### src/rtl/sync_arith_unit_mc.sv
// Multi-cycle unsigned arithmetic unit: single-cycle add/sub plus iterative
// shift-add multiply and restoring divide, valid/ready handshake on both sides.
module sync_arith_unit_mc #(
  parameter int BITS = 32
) (
  input  logic            i_clk,
  input  logic            i_reset,
  input  logic            i_valid,
  output logic            o_ready,
  input  logic [1:0]      i_op,
  input  logic [BITS-1:0] i_arg_A,
  input  logic [BITS-1:0] i_arg_B,
  output logic            o_valid,
  input  logic            i_ready,
  output logic [BITS-1:0] o_result,
  output logic [BITS-1:0] o_remainder,
  output logic [3:0]      o_status
);

  localparam int CNT_W = $clog2(BITS + 1);

  localparam logic [1:0]       OP_ADD   = 2'b00;
  localparam logic [1:0]       OP_SUB   = 2'b01;
  localparam logic [1:0]       OP_MUL   = 2'b10;
  localparam logic [1:0]       OP_DIV   = 2'b11;
  localparam logic [BITS-1:0]  ZERO     = {BITS{1'b0}};
  localparam logic [BITS-1:0]  ONES     = {BITS{1'b1}};
  localparam logic [CNT_W-1:0] CNT_ZERO = {CNT_W{1'b0}};
  localparam logic [CNT_W-1:0] CNT_ONE  = CNT_W'(1);
  localparam logic [CNT_W-1:0] CNT_INIT = CNT_W'(BITS);

  typedef enum logic [1:0] {
    ST_IDLE = 2'b00,
    ST_CALC = 2'b01,
    ST_DONE = 2'b10
  } state_t;

  state_t            state_r, state_s;
  logic [1:0]        op_r, op_s;
  logic [BITS-1:0]   a_r, a_s;
  logic [BITS-1:0]   b_r, b_s;
  logic [CNT_W-1:0]  cnt_r, cnt_s;
  logic [2*BITS-1:0] work_r, work_s;
  logic              ready_r, ready_s;
  logic              valid_r, valid_s;
  logic [BITS-1:0]   result_r, result_s;
  logic [BITS-1:0]   remainder_r, remainder_s;
  logic [3:0]        status_r, status_s;

  logic [BITS:0]     add_s, sub_s, mul_sum_s, div_shift_s, div_diff_s;
  logic [2*BITS-1:0] mul_next_s, div_next_s, step_s;

  function automatic logic [3:0] make_status(input logic [BITS-1:0] res,
                                             input logic err,
                                             input logic carry);
    return {err, res[BITS-1], (res == ZERO), carry};
  endfunction

  // Single-cycle sums and one iteration of the multiply/divide engines.
  // work_r holds {high, low} of the product, or {remainder, quotient/dividend}.
  always_comb begin
    add_s       = {1'b0, i_arg_A} + {1'b0, i_arg_B};
    sub_s       = {1'b0, i_arg_A} - {1'b0, i_arg_B};
    mul_sum_s   = {1'b0, work_r[2*BITS-1:BITS]} + (work_r[0] ? {1'b0, b_r} : {(BITS+1){1'b0}});
    mul_next_s  = {mul_sum_s, work_r[BITS-1:1]};
    div_shift_s = {work_r[2*BITS-1:BITS], work_r[BITS-1]};
    div_diff_s  = div_shift_s - {1'b0, b_r};
    if (div_diff_s[BITS]) begin
      div_next_s = {div_shift_s[BITS-1:0], work_r[BITS-2:0], 1'b0};
    end else begin
      div_next_s = {div_diff_s[BITS-1:0], work_r[BITS-2:0], 1'b1};
    end
    if (op_r == OP_MUL) begin
      step_s = mul_next_s;
    end else begin
      step_s = div_next_s;
    end
  end

  // Next-state and next-output logic of the IDLE/CALC/DONE controller
  always_comb begin
    state_s     = state_r;
    op_s        = op_r;
    a_s         = a_r;
    b_s         = b_r;
    cnt_s       = cnt_r;
    work_s      = work_r;
    ready_s     = ready_r;
    valid_s     = valid_r;
    result_s    = result_r;
    remainder_s = remainder_r;
    status_s    = status_r;
    case (state_r)
      ST_IDLE: begin
        ready_s = 1'b1;
        valid_s = 1'b0;
        if (i_valid && ready_r) begin
          op_s    = i_op;
          a_s     = i_arg_A;
          b_s     = i_arg_B;
          work_s  = {ZERO, i_arg_A};
          ready_s = 1'b0;
          case (i_op)
            OP_ADD: begin
              state_s     = ST_DONE;
              valid_s     = 1'b1;
              result_s    = add_s[BITS-1:0];
              remainder_s = ZERO;
              status_s    = make_status(add_s[BITS-1:0], 1'b0, add_s[BITS]);
            end
            OP_SUB: begin
              state_s     = ST_DONE;
              valid_s     = 1'b1;
              result_s    = sub_s[BITS-1:0];
              remainder_s = ZERO;
              status_s    = make_status(sub_s[BITS-1:0], 1'b0, sub_s[BITS]);
            end
            OP_MUL, OP_DIV: begin
              state_s = ST_CALC;
              cnt_s   = CNT_INIT;
            end
            default: begin
              state_s = ST_IDLE;
              ready_s = 1'b1;
            end
          endcase
        end else begin
          state_s = ST_IDLE;
        end
      end
      ST_CALC: begin
        ready_s = 1'b0;
        cnt_s   = cnt_r - CNT_ONE;
        work_s  = step_s;
        if (cnt_r == CNT_ONE) begin
          state_s = ST_DONE;
          valid_s = 1'b1;
          if (op_r == OP_MUL) begin
            result_s    = step_s[BITS-1:0];
            remainder_s = ZERO;
            status_s    = make_status(step_s[BITS-1:0], 1'b0, |step_s[2*BITS-1:BITS]);
          end else if (b_r == ZERO) begin
            // Divide by zero still burns the full iteration count for fixed latency
            result_s    = ONES;
            remainder_s = a_r;
            status_s    = make_status(ONES, 1'b1, 1'b0);
          end else begin
            result_s    = step_s[BITS-1:0];
            remainder_s = step_s[2*BITS-1:BITS];
            status_s    = make_status(step_s[BITS-1:0], 1'b0, 1'b0);
          end
        end else begin
          state_s = ST_CALC;
        end
      end
      ST_DONE: begin
        ready_s = 1'b0;
        valid_s = 1'b1;
        if (i_ready) begin
          state_s = ST_IDLE;
          valid_s = 1'b0;
          ready_s = 1'b1;
        end else begin
          state_s = ST_DONE;
        end
      end
      default: begin
        state_s = ST_IDLE;
        ready_s = 1'b1;
        valid_s = 1'b0;
      end
    endcase
  end

  // State, latched operands and registered outputs
  always_ff @(posedge i_clk) begin
    if (i_reset) begin
      state_r     <= ST_IDLE;
      op_r        <= 2'b00;
      a_r         <= ZERO;
      b_r         <= ZERO;
      cnt_r       <= CNT_ZERO;
      work_r      <= {ZERO, ZERO};
      ready_r     <= 1'b1;
      valid_r     <= 1'b0;
      result_r    <= ZERO;
      remainder_r <= ZERO;
      status_r    <= 4'b0000;
    end else begin
      state_r     <= state_s;
      op_r        <= op_s;
      a_r         <= a_s;
      b_r         <= b_s;
      cnt_r       <= cnt_s;
      work_r      <= work_s;
      ready_r     <= ready_s;
      valid_r     <= valid_s;
      result_r    <= result_s;
      remainder_r <= remainder_s;
      status_r    <= status_s;
    end
  end

  assign o_ready     = ready_r;
  assign o_valid     = valid_r;
  assign o_result    = result_r;
  assign o_remainder = remainder_r;
  assign o_status    = status_r;

endmodule
### config.mk
export PLATFORM = sky130hd
export DESIGN_NAME = sync_arith_unit_mc
export DESIGN_NICKNAME = d
export VERILOG_FILES = /design/src/rtl/sync_arith_unit_mc.sv
export SDC_FILE = /design/constraint.sdc
export NUM_CORES = 1
export LEC_CHECK = 0
export CORE_MARGIN = 2
export CORE_UTILIZATION = 45
export DETAILED_ROUTE_END_ITERATION = 10
export PLACE_DENSITY = 0.71
export SLEW_MARGIN = 20
export SYNTH_ARGS = -nofsm -noshare
export SYNTH_HDL_FRONTEND = slang
export SYNTH_SLANG_ARGS = --single-unit
### constraint.sdc
create_clock -name i_clk -period 5.4 [get_ports i_clk]
set_input_delay 1.08 -clock i_clk [delete_from_list [all_inputs] [get_ports i_clk]]
set_output_delay 1.08 -clock i_clk [all_outputs]
set_load 0.05 [all_outputs]
# ---- Word-level counts from Yosys, hierarchy flattened
# Cells that the tools add are included.
dict set report word_totals {
  elab_cells 83
  input_bits 70
  register_bits 208
  out_inout_bits 70
}
dict set report op_classes {
  eq_ne 12
  n_reduce_logical 16
  n_addsub 5
  mux 39
}
# op n
set op_table {}
lappend op_table {{32-bit 2-to-1 mux} 10}
lappend op_table {{64-bit 2-to-1 mux} 3}
lappend op_table {{32-bit case mux with 2 select lines} 3}
lappend op_table {{32-bit logical NOT} 4}
lappend op_table {{64-bit case mux with 2 select lines} 1}
lappend op_table {{32-bit by 32-bit adder with 33-bit output} 2}
lappend op_table {{32-bit by 32-bit subtractor with 33-bit output} 1}
lappend op_table {{33-bit by 32-bit subtractor with 33-bit output} 1}
lappend op_table {{32-bit OR reduction} 1}
lappend op_table {{4-bit 2-to-1 mux} 4}
lappend op_table {{4-bit case mux with 2 select lines} 2}
lappend op_table {{6-bit 2-to-1 mux} 2}
lappend op_table {{6-bit case mux with 2 select lines} 1}
lappend op_table {{2-bit equality test, second input constant} 4}
lappend op_table {{4-bit AND reduction} 2}
lappend op_table {{6-bit by 1-bit equality test with 1-bit output, second input constant} 1}
lappend op_table {{1-bit 2-to-1 mux} 6}
lappend op_table {{2-bit 2-to-1 mux} 3}
lappend op_table {{2-bit != test, second input constant} 3}
lappend op_table {{1-bit case mux with 3 select lines} 2}
lappend op_table {{2-bit case mux with 3 select lines} 1}
lappend op_table {{6-bit by 1-bit subtractor with 6-bit output, second input constant} 1}
lappend op_table {{2-bit by 1-bit equality test with 1-bit output, second input constant} 2}
lappend op_table {{2-bit logical NOT} 2}
lappend op_table {{8 further kinds} 10}

# ---- Longest topological paths before layout
# Gate-level depths: netlist of the first run.
dict set report logic_depth {
  depth_word 8
  mapped_depth 17
  depth_no_buf 15
}

# ---- Worst setup path before layout of the first run
# OpenSTA, ideal clock, no wires.
dict set report synth_timing {
  kind {input to register}
  from {input i_arg_B[8]}
  to {register status_r[1], in the netlist o_status[1]}
  path_stages 14
  setup_time_ns 0.084
  required_ns 5.316
  arrival_time_ns 4.148
  path_slack_ns 1.167
  n_path_buf 1
  cell_sequence {inv_1 -> ha_1 -> buf_4 -> inv_2 -> or4_4 -> a211oi_2 -> nor3_2 -> o21a_4 -> o21ba_4 -> a221oi_2 -> nand3_1 -> or4_1 -> or4_1 -> o31ai_2}
}
dict set report synth_between {
  elab_chain_len 5
  elab_cells_between_ends 7
  cone_classes {2 x add/sub; 3 x mux; 2 x reduce/logical}
}
# item line_no
set synth_lines {}
lappend synth_lines {{start: declaration} 12} ;# input logic [BITS-1:0] i_arg_B,
lappend synth_lines {{32-bit by 32-bit subtractor with 33-bit output / 32-bit by 32-bit adder with 33-bit output (equally long branches)} {63, 62}}
lappend synth_lines {{32-bit logical NOT} 56} ;# return {err, res[BITS-1], (res == ZERO), carry};
lappend synth_lines {{4-bit case mux with 2 select lines (*)} 103} ;# case (i_op)
lappend synth_lines {{4-bit 2-to-1 mux (*)} 97} ;# if (i_valid && ready_r) begin
lappend synth_lines {{4-bit case mux with 2 select lines (*)} 93} ;# case (state_r)
lappend synth_lines {{end signal: assignment} 200} ;# status_r <= status_s;
lappend synth_lines {{end: declaration} 48} ;# logic [3:0] status_r, status_s;
# Mark *: on every way between the ends. The rest lies on a longest branch, timed or not. The select of a mux whose other input is x is not followed.
# A chain may end at the register's enable or synchronous reset.

# ---- Worst setup path in the final report of the first run
dict set report layout_timing {
  from {input i_arg_A[0]}
  to {register status_r[0], in the netlist o_status[0]}
}
dict set report layout_between {
  elab_chain_len 4
  elab_cells_between_ends 5
  cone_classes {2 x add/sub; 3 x mux}
}
# item line_no
set layout_lines {}
lappend layout_lines {{start: declaration} 11} ;# input logic [BITS-1:0] i_arg_A,
lappend layout_lines {{32-bit by 32-bit subtractor with 33-bit output / 32-bit by 32-bit adder with 33-bit output (equally long branches)} {63, 62}}
lappend layout_lines {{4-bit case mux with 2 select lines (*)} 103}
lappend layout_lines {{4-bit 2-to-1 mux (*)} 97}
lappend layout_lines {{4-bit case mux with 2 select lines (*)} 93}
# Marked as above.

==> results of run 1 <==
[worst reg2reg max path: cells and delay by family (launching register included)]
family	cells	cell delay [ps]
adder cells (fa/ha/maj)	2	650
AND/OR/NAND/NOR	7	1800
flip-flops	1	490
AO/OA/AOI/OAI	4	1270
buffers and inverters	2	290
XOR/XNOR	1	150
[synth_stat cells, types with 11 or more instances]
library cell | instances | area, um^2
sky130_fd_sc_hd__a2111oi_0 | 14 | 123
sky130_fd_sc_hd__a211o_1 | 11 | 96.3
sky130_fd_sc_hd__a211oi_1 | 50 | 375
sky130_fd_sc_hd__a21o_1 | 47 | 353
sky130_fd_sc_hd__a21oi_1 | 296 | 1480
sky130_fd_sc_hd__a221oi_1 | 37 | 324
sky130_fd_sc_hd__a22oi_1 | 23 | 173
sky130_fd_sc_hd__a311oi_1 | 21 | 184
sky130_fd_sc_hd__a31oi_1 | 37 | 231
sky130_fd_sc_hd__and2_1 | 39 | 244
sky130_fd_sc_hd__and3_1 | 14 | 87.6
sky130_fd_sc_hd__buf_1 | 30 | 113
sky130_fd_sc_hd__clkbuf_1 | 122 | 458
sky130_fd_sc_hd__dfxtp_1 | 207 | 4140
sky130_fd_sc_hd__ha_1 | 130 | 1630
sky130_fd_sc_hd__inv_1 | 125 | 469
sky130_fd_sc_hd__mux2_2 | 18 | 203
sky130_fd_sc_hd__mux2i_1 | 40 | 400
sky130_fd_sc_hd__nand2_1 | 360 | 1350
sky130_fd_sc_hd__nand2b_1 | 25 | 156
sky130_fd_sc_hd__nand3_1 | 64 | 320
sky130_fd_sc_hd__nand4_1 | 28 | 175
sky130_fd_sc_hd__nor2_1 | 216 | 811
sky130_fd_sc_hd__nor2b_1 | 19 | 119
sky130_fd_sc_hd__nor3_1 | 55 | 275
sky130_fd_sc_hd__nor4_1 | 30 | 188
sky130_fd_sc_hd__o211ai_1 | 35 | 263
sky130_fd_sc_hd__o21a_1 | 32 | 240
sky130_fd_sc_hd__o21ai_0 | 117 | 586
sky130_fd_sc_hd__o21bai_1 | 20 | 150
sky130_fd_sc_hd__o31ai_1 | 15 | 113
sky130_fd_sc_hd__or3_1 | 18 | 113
sky130_fd_sc_hd__xnor2_1 | 73 | 639
sky130_fd_sc_hd__xor2_1 | 18 | 158
[report_power, final]
part           internal, mW  switching (mW)
Sequential             1.63           0.117
Clock                 0.944           0.674
Combinational         0.949            1.66
[registers in the layout, summed over array words and instances (netlist names)]
register and flops:
a_r 32, b_r 32, cnt_r 6, o_ready 1, o_remainder 32, o_result 31, o_status 4, o_valid 1
op_r 2, state_r 2, work_r 64
[per-layer routing]
layer	track usage [%]	part of all wire, %	vias to the layer above
li1	-	-	9465
met4	12.1	3.3	0
met5	0	0	-
met2	56.7	44	947
met1	50.6	44	9717
met3	3.74	8.0	135
[path summary, 6_finish.rpt]
path / startpoint / end / slack (ps) / cells after the start
min: a_r[27]$_SDFFE_PP0P_ / a_r[27]$_SDFFE_PP0P_ / 450 / 2
max reg2reg: work_r[0]$_SDFFE_PP0P_ / o_status[0]$_SDFFE_PP0P_ / 600 / 16
max: i_arg_A[0] / o_status[0]$_SDFFE_PP0P_ / 550 / 15
min reg2reg: a_r[27]$_SDFFE_PP0P_ / a_r[27]$_SDFFE_PP0P_ / 450 / 2
[layout make-up]
| type | count | area share (%) |
|---|---|---|
| flip-flops and latches | 207 | 19.4 |
| clock buffers | 28 | 2.84 |
| repair buffers | 258 | 10.8 |
| inverters | 130 | 2.29 |
| well taps | 525 | 3.08 |
| multi-input cells | 2046 | 60.8 |
| clock inverters | 11 | 0.693 |
[metrics by stage]
step	cells	instance area, um^2	utilization (%)	hold slack (ps)
finish	3205	21300	53.5	451
detailed placement	3166	20600	51.6	446
floorplan	2548	18200	-	432
global route	3205	21300	53.5	471
CTS	3205	21300	53.5	454
global placement	3166	20600	51.6	440
[cells by family after synthesis]
family	after synthesis	share of synthesized area, %
simple gates	918	23.5
compound gates	844	30.3
buf+inv	295	6.23
flops	207	22.8
fa+ha+maj	134	9.39
xor+xnor	91	4.39
mux	59	3.38
==> metrics.md, run 1 <==
| Metric | Value |
|---|---|
| Kind of critical path | `in2reg` |
| IO Port Bufs | `139` |
| Number of antenna violations at the first check in global routing | `0` |
| Seq. cell area | `4140 um^2` |
| Setup repair after global routing missed its margin | `no` |
| Number of synthesized flops with an enable pin | `0` |
| Post-synthesis instance area | `18200 um^2` |
| Fraction of final layout cells sized beyond drive strength 1 | `8.02%` |
| Worst-case headroom to the max-slew limit | `19.6%` |
| WL per Instance | `24.0 um` |
| Iteration-0 DRC Markers | `2422` |
| Clock buffer depth | `3` |
| Max Transition Viols Final | `0` |
| Number of setup buffers added after CTS | `0` |
| Initial Utilization | `45.6%` |
| Flop and latch count out of synthesis | `207` |
| Clock tree sinks | `207` |
| Data arrival, critical path | `5250 ps` |
| Routed Antenna Nets | `0` |
| First-pass GRT wire length | `116000 um` |
| Slowest stage cell on the critical path | `sky130_fd_sc_hd__a311oi_1` |
| Avg Inst Size Synth | `7.13 um^2` |
| Most common cell after layout, fill and taps aside | `sky130_fd_sc_hd__nand2_1` |
| Type of destination of the critical path | `flop` |
| Endpoint required time on the critical path | `5800 ps` |
| Placement Rows | `73` |
| Number of DRC violations after detailed routing | `0` |
| Result of the run | `finished clean` |
| Count of distinct cell types in the synthesized netlist | `91` |
| Total clock buffers created by CTS | `23` |
| Boundary Pins | `140` |
| Syn. warnings | `0` |
| Worst-path fanout max | `4` |
| Worst min-delay path class | `reg2reg` |
| Setup-failing EPs final | `0` |
| Clock tree from TritonCTS | `done` |
| Number of nets in the layout | `2870` |
| Via count | `20300` |
| Combined buffer and inverter count along the critical path | `2` |
| RePlAce Congestion | `1.02` |
| Via count normalized by instance count | `6.32` |
| Pin count of the biggest net entering global routing | `76` |
| H-tree lvl count | `1` |
| Vertical die dimension | `205 um` |
| Register area share after synthesis | `22.8%` |
| Hold Fails Final Rpt | `0` |
| Max cap viols | `0` |
| Total congestion overflow after global routing | `0` |
| Clock insertion delay at the later pin of the skew report | `540 ps` |
| Area of the multi-input gates | `13000 um^2` |
| Hold buffers post-CTS | `0` |
| Standard cell core area | `39800 um^2` |
| Half-perimeter wire length after detailed placement | `60500 um` |
| Antenna cells | `0` |
| Gate Count Post-Synth | `2548` |
| Routed WL | `76800 um` |
| X dimension of the die | `205 um` |
| Family with the most delay on the worst path | `compound AO/OA/AOI/OAI gates` |
| P&R area growth vs syn | `17.3%` |
| GRT Resource Usage Total | `35.8%` |
| Die Area | `42000 um^2` |
| Peak VDD IR | `0.201 mV` |
| Least-Margin Pin Slew | `1210 ps` |
| Number of instances resized during post-cts repair | `0` |
| Setup TNS | `0 ps` |
| Launching element type of the critical path | `primary input` |
| Sequence of cells on the critical path | `clkdlybuf4s50_1, ha_1, fa_1, nor2b_1, o21a_1, o21ai_1, a211oi_1, buf_4, a311oi_1, a21oi_1, a21oi_1, o21ai_1, nand4b_1, nor4_1, nor2_1` |
| Leakage dissipation | `8.46 nW` |
| Crit path setup slack, layout | `553 ps` |
| Final clock skew | `16.6 ps` |
| Register clock-pin slew on the reported worst setup and hold paths | `60 ps` |
| Minimum clock period after layout | `4850 ps` |
| Highest achievable clock rate | `206 MHz` |
| Vias in the first global route | `19200` |
| Number of search-and-repair iterations in the first detailed-routing pass | `6` |
| Most instantiated flip-flop cell in the synthesis netlist | `sky130_fd_sc_hd__dfxtp_1` |
| Total power per unit cell area | `280 nW/um^2` |
| Final cycle utilization of the critical path | `89.8%` |
| Total power of the final layout | `5.97 mW` |
| Slowest Stage Delay on Critical Path | `520 ps` |
| Highest-count cells in the layout ignoring fill and taps | `sky130_fd_sc_hd__nand2_1, sky130_fd_sc_hd__a21oi_1, sky130_fd_sc_hd__nor2_1` |
| Root buf cell | `sky130_fd_sc_hd__clkbuf_16` |
| FFs w/ async S/R, synth | `0%` |
| Synthesized net count | `2752` |
| Worst slack, placed | `91.3 ps` |
| Fill cell count | `3944` |
(Power assumes the default switching activity.)
==> run 2: changes to the inputs <==
Settings changed: CORE_UTILIZATION 45 to 35, PLACE_DENSITY 0.71 to 0.61.
Clock period 5.4 ns to 4.25 ns, I/O delays scaled along.
==> run 2 against run 1 <==
Critical path depth grew 3. Clock-buffer cell count grew 8. Flip-flop and latch count stayed put. Global-route usage decreased by 6.4 points. Total power increased by 39%. Clock power up 35%. Clock skew is 6.6 ps higher. Sequential power up 26%. Worst hold slack lost 1.8 ps. Worst setup slack worse by 510 ps. Die area grew 28%. Non-clock buffer count grew 305. Largest power group unchanged.
==> metrics.md, run 2 (synthesized netlist as in run 1, its figures left out) <==
| Metric | Value |
|---|---|
| Result of the run | `finished clean` |
| Max cap viols | `0 (unchanged)` |
| Register containing the most flip-flops in the final layout | `work_r` |
| Total clock buffers created by CTS | `26 (+13%)` |
| Final clock skew | `23.2 ps (+6.59 ps)` |
| Routed Antenna Nets | `0 (unchanged)` |
| Standard cell core area | `51300 um^2 (+29%)` |
| RePlAce Congestion | `0.994 (-2.1%)` |
| Max Transition Viols Final | `0 (unchanged)` |
| Boundary Pins | `140 (unchanged)` |
| Setup-failing EPs final | `0 (unchanged)` |
| Fraction of final layout cells sized beyond drive strength 1 | `18.9% (+11 points)` |
| Worst-path fanout max | `9 (+5)` |
| Clock buffer depth | `3 (unchanged)` |
| Vias in the first global route | `20500 (+6.9%)` |
| Type of destination of the critical path | `flop` |
| GRT Resource Usage Total | `29.4% (-6.4 points)` |
| P&R area growth vs syn | `33.6%` |
| WL per Instance | `22.2 um (-7.3%)` |
| Placement Rows | `83 (+14%)` |
| Core utilization of the finished layout | `47.3% (-6.2 points)` |
| Vertical die dimension | `232 um (+13%)` |
| Highest achievable clock rate | `238 MHz` |
| Most common cell on crit path | `sky130_fd_sc_hd__buf_4` |
| Routed WL | `81600 um (+6.3%)` |
| Worst min-delay path class | `reg2reg` |
| Number of nets in the layout | `3178 (+11%)` |
| Total congestion overflow after global routing | `0 (unchanged)` |
| Clock insertion delay at the later pin of the skew report | `580 ps (+40 ps)` |
| Final cycle utilization of the critical path | `99.0%` |
| Iteration-0 DRC Markers | `2459 (+1.5%)` |
| Leakage dissipation | `10.1 nW (+19%)` |
| First-pass GRT wire length | `123000 um (+5.9%)` |
| Via count | `21300 (+5.2%)` |
| X dimension of the die | `232 um (+13%)` |
| Worst-case headroom to the max-slew limit | `31.5% (+12 points)` |
| Kind of critical path | `reg2reg` |
| Final non-filler cell area | `24300 um^2 (+14%)` |
| Setup repair after global routing missed its margin | `yes` |
| Clock tree from TritonCTS | `done` |
| Number of antenna violations at the first check in global routing | `1 (+1)` |
| Root buf cell | `sky130_fd_sc_hd__clkbuf_16` |
| Minimum clock period after layout | `4210 ps` |
| H-tree lvl count | `1 (unchanged)` |
| Slowest stage cell on the critical path | `sky130_fd_sc_hd__nor4_1` |
| Register clock-pin slew on the reported worst setup and hold paths | `70 ps (about the same)` |
| Data arrival, critical path | `4670 ps (-580 ps)` |
| Least-Margin Pin Slew | `1020 ps (-181 ps)` |
| Number of DRC violations after detailed routing | `0 (unchanged)` |
| Antenna cells | `0 (unchanged)` |
| Endpoint required time on the critical path | `4710 ps (-1090 ps)` |
| Sequence of cells on the critical path | `inv_1, ha_1, inv_1, fa_1, a21o_1, a221o_2, a41oi_2, a2111o_1, buf_4, nand3_1, buf_4, nand3_1, a31oi_1, nor4_1, buf_4, nand4_1, nor4_4, nor2_1` |
| Placed cell area | `23000 um^2 (+12%)` |
| IO Port Bufs | `139 (unchanged)` |
| Die Area | `53700 um^2 (+28%)` |
| Clock tree sinks | `207 (unchanged)` |
| Number of search-and-repair iterations in the first detailed-routing pass | `6 (unchanged)` |
| Highest-count cells in the layout ignoring fill and taps | `sky130_fd_sc_hd__buf_4, sky130_fd_sc_hd__nand2_1, sky130_fd_sc_hd__a21oi_1` |
| Hold Fails Final Rpt | `0 (unchanged)` |
| Via count normalized by instance count | `5.80 (-8.2%)` |
| Most common cell after layout, fill and taps aside | `sky130_fd_sc_hd__buf_4` |
| Launching element type of the critical path | `flop` |
| Pin count of the biggest net entering global routing | `175 (+130%)` |
| Slowest Stage Delay on Critical Path | `460 ps (-60 ps)` |
| Half-perimeter wire length after detailed placement | `64500 um (+6.5%)` |
| Post-Route Hold Slack | `449 ps (-1.81 ps)` |
| Number of flip-flops in the largest register | `64 (unchanged)` |
| Total power per unit cell area | `342 nW/um^2 (+22%)` |
| Initial Utilization | `35.4% (-10 points)` |
| Peak VDD IR | `0.333 mV (+66%)` |
## run 2: changes by cell type in the layout (fill, tap and decap cells not counted), sizes merged, moves of 3 or more
cell	previous run	this run
dlymetal6s2s	0	3
buf	120	425
bufinv	3	0
clkbuf	28	36
clkdlybuf4s50	138	135
clkinvlp	0	3
## run 2: area by class of cell
cell class | instances | area [um^2]
timing repair buffer | 563 | 4690
multi-input combinational | 2046 | 13300
clock inverter | 11 | 92.6
sequential | 207 | 4150
inverter | 130 | 488
tap | 680 | 851
clock buffer | 36 | 728
fill | 5196 | 27000
## run 2: through the flow
step / TNS (ps) / worst slack [ps] / total power, mW / instances
after global placement: -6450 / -728 / 5.91 / 3617
after global routing: -65.4 / -58.1 / 8.64 / 3673
final: 0 / 44.3 / 8.30 / 3673
after floorplan: 0 / 247 / 4.30 / 2548
after detailed placement: -7240 / -746 / 5.92 / 3617
after CTS: 0 / 4.69 / 8.13 / 3664
## run 2: worst paths after layout
check | end | startpoint | slack (ps) | cells after the start
min | o_remainder[6]$_SDFFE_PP0P_ | o_remainder[6]$_SDFFE_PP0P_ | 450 | 2
max | o_status[0]$_SDFFE_PP0P_ | work_r[31]$_SDFFE_PP0P_ | 40 | 18
max reg2reg | o_status[0]$_SDFFE_PP0P_ | work_r[31]$_SDFFE_PP0P_ | 40 | 18
min reg2reg | o_remainder[6]$_SDFFE_PP0P_ | o_remainder[6]$_SDFFE_PP0P_ | 450 | 2
## run 2: where the power goes
| group | switching, mW | leakage (nW) | internal, mW |
|---|---|---|---|
| Clock | 0.978 | 0.393 | 1.21 |
| Combinational | 2.31 | 7.99 | 1.59 |
| Sequential | 0.138 | 1.69 | 2.08 |
## run 2: worst max-delay path: cells and delay by family (launching register included)
family	cells	cell delay, ps
DFF	1	330
and+or+nand+nor	6	1240
adders and majority gates	2	550
buffers and inverters	5	670
AOI/OAI and AO/OA	5	1320
## run 2: layer usage
layer  part of all wire, %  up-vias  routed length [um]  track usage (%)
met4                   3.5        2                2890             9.60
met3                   7.4      150                6050             3.38
met5                 0.013        -                  11                0
li1                      -    10100                   -                -
met2                    45      923               37000             48.6
met1                    44    10100               35600             39.7
## run 2: repair_timing
item / CTS / global route
resized for setup: 10 / 59
setup buffers: 0 / 9
pin swaps: 0 / 17
endpoints found under the setup margin: 3 / 8
hold buffers: 0 / 0
==> run 3: changes to the inputs <==
Settings changed: CAP_MARGIN set to 20.
==> results of run 3 <==
Final layout, timing and power as in run 2 (identical DEF).
==> variant 1, RTL diff (settings of run 2) <==
The parameter `BITS` goes from 32 to 16.
--- a/src/rtl/sync_arith_unit_mc.sv
+++ b/src/rtl/sync_arith_unit_mc.sv
@@ -3,3 +3,3 @@
 module sync_arith_unit_mc #(
-  parameter int BITS = 32
+  parameter int BITS = 16
 ) (
Interface: changed (resized i_arg_A, i_arg_B, o_remainder and o_result); port bits go from 140 to 76. The function was not compared with the original's and may differ.
==> variant 1 against run 2 <==
  * Power fell by 42%
  * Design area down 60%
  * Die area shrank 53%
  * Highest routed layer is now met4
  * Sequential cell count is 97 lower
  * Synthesized area down 54%
  * Cell count fell by 59%
  * Count of clock-buffer cells in the layout decreased by 27
  * Combinational power fell by 32%
  * Worst setup slack improved by 0.24 ns
  * Synthesized cell count down 56%
  * Sequential power down 43%
  * Wire length is 66% lower
==> variant 1: results (changes against run 2) <==
H-Tree Depth 3 (+2); largest net degree at the start of global routing 84 (-52%); cell mode on critical path inv_1; Layout Nets 1,283 (-60%); clk_lat worst skew 0.37 ns (-0.21 ns); Fill cells 2,488 (-52%); DRT iter0 DRCs 981 (-60%); FF-to-FF Start work_r[15]$_SDFFE_PP0P_; slowest CP cell fa_1; R2R setup slack 0.28 ns (+0.24 ns); leak pwr 3.84 nW (-62%); Total Routing Usage GR 22.0% (-7.4 points); buffers added on ports 75 (-46%); Max-slew headroom 34.5% (+3.0 points); max reg flops 32 (-50%); Max IR drop VDD 0.230 mV (-31%); largest cells by area after synthesis dfxtp_1, ha_1, a21oi_1; gpl congestion 0.925 (-6.9%); syn nets 1,226 (-55%); post-cts repair resize count 0 (-10); skew final 0.0129 ns (-0.0103 ns); TritonCTS Buffers 9 (-65%); layout cell share with drive strength beyond 1 7.46% (-11 points); non-filler cells in the finished layout 1,499 (-59%); outcome completed; vias in the first global route 7,786 (-62%); Compound-Gate Fraction of Synth Area 25.6% (-4.7 points); post-DP HPWL 21.1 mm (-67%); Syn Inst Count 1,118 (-56%); Synth top cells by count nand2_1, a21oi_1, nor2_1, dfxtp_1, ha_1; Arr. time, crit path 4.24 ns (-0.43 ns); Initial DRT Pass Iterations 8 (+2)
variant 1: layout make-up:
| class | instances | area [µm²] | share of cell area [%] |
|---|---|---|---|
| inverters | 57 | 214 | 2.19 |
| clock buffers | 9 | 225 | 2.30 |
| multi-input cells | 887 | 5670 | 57.9 |
| well taps | 319 | 399 | 4.08 |
| clock inverters | 7 | 66.3 | 0.677 |
| repair buffers | 110 | 1010 | 10.3 |
| flip-flops and latches | 110 | 2200 | 22.5 |
variant 1: where the power goes:
group	internal (W)	total, W	switching, W
Combinational	0.00101	0.00265	0.00164
Sequential	0.00115	0.00127	0.000123
Clock	0.000412	0.000857	0.000445
variant 1: logic make-up after synthesis:
logic type,count (synthesis)
AO/OA/AOI/OAI,321
XOR/XNOR,52
adder cells (fa/ha/maj),70
buffers and inverters,121
flip-flops,110
multiplexers,19
AND/OR/NAND/NOR,425
variant 1: metrics by stage:
stage	instance area (µm²)	setup slack (ns)	total power (W)	util, %	hold slack (ns)
finish	9790	0.280	0.00478	41.8	0.459
global route	9790	0.219	0.00504	41.8	0.476
CTS	9790	0.355	0.00476	41.8	0.460
detailed placement	9500	0.187	0.00389	40.6	0.447
global placement	9500	0.254	0.00389	40.6	0.443
floorplan	8340	0.971	0.00311	-	0.431
variant 1: layer usage:
| metal | GRT usage (%) | part of all wire, % | vias up |
|---|---|---|---|
| met1 | 29.0 | 45 | 3918 |
| met3 | 1.85 | 5.1 | 42 |
| li1 | - | - | 4080 |
| met4 | 8.07 | 2.8 | 0 |
| met5 | 0 | 0 | - |
| met2 | 37.7 | 47 | 272 |
==> variant 2, RTL diff (flow settings as in run 2) <==
Without the edit above. Put one more register stage on the output `o_status`, with the module's reset. The value now appears one clock later. The other outputs are not delayed to match.
--- a/src/rtl/sync_arith_unit_mc.sv
+++ b/src/rtl/sync_arith_unit_mc.sv
@@ -207,3 +207,9 @@
   assign o_remainder = remainder_r;
-  assign o_status    = status_r;
+  always_ff @(posedge i_clk) begin
+    if (i_reset) begin
+      o_status <= '0;
+    end else begin
+      o_status <= status_r;
+    end
+  end
 
Check against the original RTL: not equivalent (Yosys sat finds a counterexample within 4 cycles, from zero or initial values and one cycle with i_reset high).
==> variant 2 against run 2 <==
  * Sequential cell count up 4
  * Hold slack worse by 0.0012 ns
  * Via count is 6.5% lower
  * Largest power group unchanged
  * Wire length fell by 9.5%
  * Highest routed layer is now met4
  * Cell count fell by 2.6%
  * Worst setup slack improved by 0.042 ns
  * Clock power increased by 9.6%
  * Synthesized area down 4.2%
  * Design area is 2.4% lower
  * Largest cell class unchanged
  * Sequential share of layout area rose by 0.78 points
  * Power is 0.72% higher
  * Critical endpoint is now status_r[1]$_SDFFE_PP0P_
==> variant 2: results (changes against run 2) <==
Initial DRT Pass Iterations 8 (+2); R2R setup slack 0.14 ns (+0.10 ns); crit path max fanout 6 (-3); outcome completed; largest cells by area after synthesis dfxtp_1, ha_1, a21oi_1; CP endpoint status_r[1]$_SDFFE_PP0P_; DRT iter0 DRCs 1,897 (-23%); largest net degree at the start of global routing 122 (-30%); Layout Nets 3,097 (-2.5%); Fill cells 4,956 (-4.6%); final cycle utilization of the critical path 98.0% (-0.99 points); WL final 73.8 mm (-9.5%); Arr. time, crit path 4.69 ns (+0.02 ns); post-synth cell types 102 (+12%); post-synthesis mux area share 2.84% (-0.54 points); Adder-Cell Fraction of Synth Area 9.80% (+0.41 points); RR Endpoint status_r[0]$_SDFFE_PP0P_; Compound-Gate Fraction of Synth Area 27.6% (-2.8 points); max reg flops 64 (unchanged); H-Tree Depth 1 (unchanged); gpl congestion 0.978 (-1.6%); post-DP HPWL 58.2 mm (-9.7%); Max IR drop VDD 0.346 mV (+3.7%); Synth top cells by count nand2_1, a21oi_1, nor2_1, dfxtp_1, ha_1; Worst Setup SP i_arg_A[4]; Max-slew headroom 30.3% (-1.2 points); Total Routing Usage GR 28.0% (-1.4 points); Post-Place Setup Slack -0.702 ns (+0.0437 ns)
[variant 2: cell count changes after synthesis, sizes merged, moves of 17 or more]
cell	delta
a211oi	-24
a221oi	-26
clkbuf	-17
nand3	-28
nor2	+41
o21a	-23
[variant 2: timing repair]
action	4_1_cts	5_1_grt
gates resized for setup	19	48
hold buffers	0	0
setup buffers	4	3
pin swaps	12	27
endpoints found under the setup margin	6	11
hold endpoints to repair	0	0
[variant 2: through the flow]
step           cell area [µm²]  hold slack [ns]  utilization (%)  std cells  total power (W)
2_1_floorplan            17400            0.432                -       2426          0.00420
3_3_place_gp             22400            0.440             45.7       3521          0.00583
3_5_place_dp             22400            0.444             45.7       3521          0.00583
4_1_cts                  23400            0.449             47.8       3573          0.00829
5_1_grt                  23700            0.479             48.3       3576          0.00874
6_report                 23700            0.448             48.3       3576          0.00836
[variant 2: report_power, final]
part | leakage, nW | internal (W) | switching [W]
Clock | 0.444 | 0.00144 | 0.000967
Combinational | 7.92 | 0.00160 | 0.00212
Sequential | 1.72 | 0.00211 | 0.000122
[variant 2: worst max-delay path, cell delays in order]
cell             delay, ns
clkdlybuf4s50_1       0.57
ha_4                  0.26
buf_4                 0.16
o2111ai_2             0.10
a211oi_2              0.14
or4_4                 0.58
a211oi_4              0.40
o21a_1                0.22
or4b_1                0.13
nand4_1               0.12
or4_4                 0.56
o41a_1                0.39
o211ai_2              0.07
and2_1                0.13
[variant 2: area by class of cell]
type / count / share of cell area, %
multi-input cells: 1942 / 52.4
clock inverters: 10 / 0.586
clock buffers: 38 / 3.24
inverters: 126 / 2.01
repair buffers: 585 / 20.4
flip-flops and latches: 211 / 17.9
well taps: 664 / 3.51
[variant 2: layer usage]
metal  global-route usage, %  wire [µm]  vias up
li1                        -          -     9576
met1                    39.4      33900     9515
met2                    45.7      33300      760
met3                    2.61       4710       89
met4                    7.65       1830        0
met5                       0          0        -
[variant 2: logic make-up after synthesis]
family | after synthesis
buf+inv | 273
simple gates | 909
flops | 211
mux | 48
compound gates | 745
fa+ha+maj | 134
xor+xnor | 106
[variant 2: worst min-delay path by stage]
stage,startpoint,to,slack [ns],depth (start not counted)
5_1_grt,a_r[22]$_SDFFE_PP0P_,a_r[22]$_SDFFE_PP0P_,0.48,2
3_3_place_gp,o_remainder[20]$_SDFFE_PP0P_,o_remainder[20]$_SDFFE_PP0P_,0.44,2
2_1_floorplan,a_r[20]$_SDFFE_PP0P_,a_r[20]$_SDFFE_PP0P_,0.43,2
4_1_cts,o_remainder[20]$_SDFFE_PP0P_,o_remainder[20]$_SDFFE_PP0P_,0.45,2
6_report,o_remainder[20]$_SDFFE_PP0P_,o_remainder[20]$_SDFFE_PP0P_,0.45,2
3_5_place_dp,o_remainder[20]$_SDFFE_PP0P_,o_remainder[20]$_SDFFE_PP0P_,0.44,2
